### src/rtl/instr_encode_loader.sv
// instr_encode_loader: assembles symbolic MIPS instructions received over a
// valid/ready stream into 32-bit words and writes them sequentially into
// instruction memory, tracking word count, XOR checksum, done and overflow.
module instr_encode_loader #(
    parameter int unsigned ADDR_W = 8
) (
    input  logic              clk,
    input  logic              rst,
    input  logic              start,
    input  logic [ADDR_W-1:0] base_addr,
    input  logic              in_valid,
    output logic              in_ready,
    input  logic              in_last,
    input  logic [2:0]        op_sel,
    input  logic [4:0]        rs,
    input  logic [4:0]        rt,
    input  logic [4:0]        rd,
    input  logic [4:0]        shamt,
    input  logic [5:0]        funct,
    input  logic [15:0]       imm,
    input  logic [25:0]       target,
    output logic              imem_we,
    output logic [ADDR_W-1:0] imem_addr,
    output logic [31:0]       imem_wdata,
    output logic [ADDR_W:0]   count,
    output logic [31:0]       checksum,
    output logic              done,
    output logic              overflow
);

    typedef enum logic [1:0] {
        StIdle,
        StLoad,
        StFull
    } state_t;

    // Operation select codes.
    localparam logic [2:0] OpLw   = 3'd0;
    localparam logic [2:0] OpSw   = 3'd1;
    localparam logic [2:0] OpRType = 3'd2;
    localparam logic [2:0] OpBeq  = 3'd3;
    localparam logic [2:0] OpAddi = 3'd4;
    localparam logic [2:0] OpAndi = 3'd5;
    localparam logic [2:0] OpOri  = 3'd6;
    localparam logic [2:0] OpJal  = 3'd7;

    // MIPS primary opcodes.
    localparam logic [5:0] OpcLw   = 6'b100011;
    localparam logic [5:0] OpcSw   = 6'b101011;
    localparam logic [5:0] OpcR    = 6'b000000;
    localparam logic [5:0] OpcBeq  = 6'b000100;
    localparam logic [5:0] OpcAddi = 6'b001000;
    localparam logic [5:0] OpcAndi = 6'b001100;
    localparam logic [5:0] OpcOri  = 6'b001101;
    localparam logic [5:0] OpcJal  = 6'b000011;

    localparam logic [ADDR_W-1:0] TopAddr  = '1;
    // Largest reachable word count: a full sweep of the address space.
    localparam logic [ADDR_W:0]   CountMax = {1'b1, {ADDR_W{1'b0}}};

    state_t            state_q;
    logic [ADDR_W-1:0] ptr_q;
    logic              accept;
    logic [31:0]       enc_word;

    assign in_ready = (state_q == StLoad);
    assign accept   = in_valid && in_ready;

    // Encode the beat currently on the input fields; unused fields are ignored.
    always_comb begin
        enc_word = '0;
        unique case (op_sel)
            OpLw:    enc_word = {OpcLw, rs, rt, imm};
            OpSw:    enc_word = {OpcSw, rs, rt, imm};
            OpRType: enc_word = {OpcR, rs, rt, rd, shamt, funct};
            OpBeq:   enc_word = {OpcBeq, rs, rt, imm};
            OpAddi:  enc_word = {OpcAddi, rs, rt, imm};
            OpAndi:  enc_word = {OpcAndi, rs, rt, imm};
            OpOri:   enc_word = {OpcOri, rs, rt, imm};
            OpJal:   enc_word = {OpcJal, target};
            default: enc_word = '0;
        endcase
    end

    // Load FSM with registered memory-write, status and bookkeeping outputs.
    always_ff @(posedge clk) begin
        if (rst) begin
            state_q    <= StIdle;
            ptr_q      <= '0;
            imem_we    <= 1'b0;
            imem_addr  <= '0;
            imem_wdata <= '0;
            count      <= '0;
            checksum   <= '0;
            done       <= 1'b0;
            overflow   <= 1'b0;
        end else begin
            // Write strobe and done are single-cycle by default.
            imem_we <= 1'b0;
            done    <= 1'b0;
            unique case (state_q)
                StIdle, StFull: begin
                    if (start) begin
                        state_q  <= StLoad;
                        ptr_q    <= base_addr;
                        count    <= '0;
                        checksum <= '0;
                        overflow <= 1'b0;
                    end
                end
                StLoad: begin
                    // start is deliberately ignored while a load is running.
                    if (accept) begin
                        imem_we    <= 1'b1;
                        imem_addr  <= ptr_q;
                        imem_wdata <= enc_word;
                        checksum   <= checksum ^ enc_word;
                        if (count != CountMax) begin
                            count <= count + 1'b1;
                        end
                        ptr_q <= ptr_q + 1'b1;
                        if (in_last) begin
                            // A last beat at the top address still ends cleanly.
                            state_q <= StIdle;
                            done    <= 1'b1;
                        end else if (ptr_q == TopAddr) begin
                            state_q  <= StFull;
                            overflow <= 1'b1;
                        end
                    end
                end
                default: state_q <= StIdle;
            endcase
        end
    end

endmodule

### config.mk
export PLATFORM = sky130hd
export DESIGN_NAME = instr_encode_loader
export DESIGN_NICKNAME = d
export VERILOG_FILES = /design/src/rtl/instr_encode_loader.sv
export SDC_FILE = /design/constraint.sdc
export NUM_CORES = 1
export LEC_CHECK = 0
export CORE_MARGIN = 2
export CORE_UTILIZATION = 28
export CTS_CLUSTER_SIZE = 28
export DETAILED_ROUTE_END_ITERATION = 16
export PLACE_DENSITY = 0.59
export SETUP_SLACK_MARGIN = 0.02
export SLEW_MARGIN = 20
export SYNTH_ARGS = -nofsm -noshare
export SYNTH_HDL_FRONTEND = slang
export SYNTH_SLANG_ARGS = --single-unit
### constraint.sdc
create_clock -name clk -period 6.6 [get_ports clk]
set_input_delay 1.98 -clock clk [delete_from_list [all_inputs] [get_ports clk]]
set_output_delay 1.98 -clock clk [all_outputs]
set_load 0.05 [all_outputs]
==> flow_summary_export.csv <==
group,metric,value,unit
routing,dr.pass1.iters,5,
synthesis,synth_cell_type_count,55,
clock_network,cts_hold_buf,0,
routing,drc,0,
place,gp_congestion,0.863,
sta,hold_viol,0,
global_routing,antenna_found_initial,0,
synthesis,syn_area,0.00494,mm2
floorplanning,ioPinCount,169,
finish,layout-drive-gt1-share,0.0619,
sta,tightest_slew,0.897,ns
global_routing,grt_pass1_vias,4431,
synthesis,synth-seq-area-share,0.373,
finish,num_antenna_cells,0,
floorplanning,start_util,0.286,
sta,rsz0062_at_grt,"false",
place,port_buffers,166,
sta,fin_crit,4.43,ns
synthesis,synth.avg_cell_area,8.13,um2
status,status,"complete, no violations",
routing,ant_nets,0,
finish,fin_area,0.00704,mm2
worst_setup_path,worst_setup_path_end_kind,"output port",
floorplanning,placement_rows,48,
clock_network,cts_buffers,9,
power,power.share.clock,0.377,
sta,finClkSkew,0.00445,ns
floorplanning,fp.dieArea,0.0187,mm2
synthesis,synth_edf_count,0,
flow_run,drv_cap,0,
clock_network,cts_setup_buffers,0,
global_routing,use_met1,0.241,
sta,maxSlewViolCount,0,
worst_setup_path,required,4.62,ns
global_routing,gr-total-overflow,0,
power,combPwrFrac,0.245,
worst_setup_path,worstSetupStartpointType,"flop",
clock_network,cts_htree_levels,3,
routing,finalWirelength,16.6,mm
worst_setup_path,critPathMaxFanout,16,
global_routing,busiest_layer,"met2",
power,power_switching,508,uW
routing,wl_per_cell,17.1,um
global_routing,met2_usage,0.265,
clock_network,cts_tree,"done",
synthesis,synth_flop_cell,"dfxtp_1",
clock_network,cts_resized,0,
sta,period_share,0.671,
worst_setup_path,cpPeakStageDelay,0.88,ns
power,p_leak,0.00254,uW
power,swShare,0.313,
global_routing,met3_usage,0.0396,
global_routing,grt_max_degree,84,
floorplanning,coreArea,0.0172,mm2
clock_network,numClockSinks,92,
power,peakVddDrop,0.133,mV
synthesis,yosysTopAreaCellShare,0.373,
routing,viasPerCell,5.12,
sta,setup_violations,0,
synthesis,synth_largest_area_cell,"dfxtp_1",
synthesis,ys_top_cells_by_area,"dfxtp_1 (37%), nand2_1 (6.8%), mux2i_1 (5.3%)",
worst_setup_path,path_cells,"nand2b_1 > inv_1 > clkdlybuf4s50_1",
synthesis,postSynth.asyncResetShare,0,
worst_setup_path,critPathArrivalTime,2.45,ns
sta,relSlewSlack,0.402,
floorplanning,die_w,137,um
place,hpwlAfterDp,11.3,mm
synthesis,postSynthCellCount,607,
sta,tns,0,ns
finish,syn_to_final_growth,42.6,%
routing,drt_iter0_drc,417,
clock_network,ctsLongestPathBuffers,2,
worst_setup_path,critical-path-slowest-cell,"clkdlybuf4s50_1",
synthesis,ys_ff_latch,92,
finish,nets,829,
worst_setup_path,worstSetupPathType,"flop to output port",
global_routing,track_usage,0.174,
synthesis,ys_warn_count,0,
clock_network,clock_latency,0.34,ns
global_routing,grt_first_pass_wirelength,25.3,mm
power,seqPwrFrac,0.377,
routing,dr_total_vias,4952,
floorplanning,die_h,137,um
place,dpl_cell_area,0.00669,mm2
power,power_density,230,mW/mm2
power,cell_internal_pwr,1110,uW
hold_path,hold_path.class,"flop to flop",
clock_network,cts_root_buf,"clkbuf_16",
clock_network,clk_pin_slew,0.07,ns
sta,fmax,226,MHz
per-stage QoR:
step	hold slack (ns)	util	total power, uW	worst slack, ns	std cells
5_1_grt	0.480	0.408	1700	2.00	968
3_5_place_dp	0.443	0.388	1020	1.83	952
6_report	0.449	0.408	1620	2.17	968
2_1_floorplan	0.458	-	870	2.75	608
4_1_cts	0.455	0.408	1640	2.14	968
3_3_place_gp	0.436	0.388	1020	1.86	952
synth_stat cells, drive strengths merged (7+ instances only):
| master | n |
|---|---|
| dfxtp | 92 |
| nand2 | 89 |
| nor2 | 45 |
| clkbuf | 29 |
| o21ai | 29 |
| or3 | 29 |
| buf | 28 |
| a21oi | 27 |
| mux2i | 26 |
| nand3 | 22 |
| nor3 | 19 |
| a311oi | 18 |
| a31oi | 16 |
| and3 | 16 |
| nor3b | 16 |
| a221oi | 11 |
| a21boi | 10 |
| a32oi | 10 |
| inv | 9 |
| ha | 7 |
metal layers:
layer	wire, um	part of all wire	up-vias
li1	-	-	2454
met1	7420	0.45	2284
met2	7500	0.45	191
met3	1220	0.074	23
met4	431	0.026	0
met5	0	0	-
critical path, delay by kind of cell (launching register included):
family | cells | cell delay (ns)
buffers and inverters | 2 | 1.31
AND/OR/NAND/NOR | 1 | 0.36
flip-flops | 1 | 0.43
sequential cells by signal (all words and copies together) (netlist names):
register / flops
imem_addr: 8
imem_we: 1
done: 1
overflow: 1
state_q: 2
checksum: 31
ptr_q: 8
count: 9
imem_wdata: 31
logic make-up (layout without fill, tap and decap cells):
logic type	Yosys count	in the layout	synth area share
DFF	92	92	0.373
muxes	26	26	0.0527
other	1	2	0.000760
xor gates and xnor gates	9	9	0.0160
AOI/OAI and AO/OA	143	143	0.211
buffers and inverters	66	201	0.0629
adders and majority gates	7	7	0.0177
and+or+nand+nor	263	263	0.265
layout make-up:
cell class              instances  area [um2]
flip-flops and latches         92        1840
inverters                       9        33.8
clock inverters                 7         124
clock buffers                   9         225
multi-input cells             450        2800
repair buffers                176        1730
well taps                     225         282
fillers                      1729       10200
power groups by stage:
stage | combinational (uW) | clock, uW | sequential, uW
global route | 425 | 654 | 616
CTS | 399 | 627 | 612
detailed placement | 398 | 0 | 624
global placement | 397 | 0 | 625
floorplan | 160 | 0 | 709
finish | 398 | 612 | 612
placed cells by master (no fill, tap or decap), types with 3 or more instances in the layout:
cell | netlist | final
clkdlybuf4s50_1 | 0 | 165
buf_4 | 5 | 10
o21ai_0 | 29 | 29
nand2b_1 | 4 | 4
inv_1 | 9 | 9
a21boi_0 | 10 | 10
a21o_1 | 3 | 3
and2_1 | 6 | 6
nand3b_1 | 3 | 3
xnor2_1 | 6 | 6
nor3_1 | 19 | 18
nor2_1 | 43 | 43
and3_1 | 16 | 16
a311oi_1 | 18 | 18
bufinv_16 | 0 | 3
or3_1 | 29 | 29
nand2_1 | 89 | 89
a211oi_1 | 5 | 5
ha_1 | 7 | 7
a31oi_1 | 16 | 16
nand3_1 | 21 | 21
a32oi_1 | 10 | 10
clkbuf_16 | 0 | 9
nor3b_1 | 16 | 16
xor2_1 | 3 | 3
a221oi_2 | 10 | 10
mux2i_1 | 26 | 26
a21oi_1 | 27 | 27
dfxtp_1 | 92 | 92
worst paths after layout:
kind / cells after the start / to / slack, ns / startpoint
setup / recovery: 3 / in_ready / 2.17 / state_q[0]$_SDFFE_PP0P_
hold / removal: 2 / overflow$_SDFFE_PP0P_ / 0.45 / overflow$_SDFFE_PP0P_
setup reg to reg: 5 / count[1]$_SDFFE_PP0P_ / 4.71 / state_q[1]$_SDFFE_PP0P_
hold reg to reg: 2 / overflow$_SDFFE_PP0P_ / 0.45 / overflow$_SDFFE_PP0P_
No activity file was read; power rests on OpenSTA's default activity.
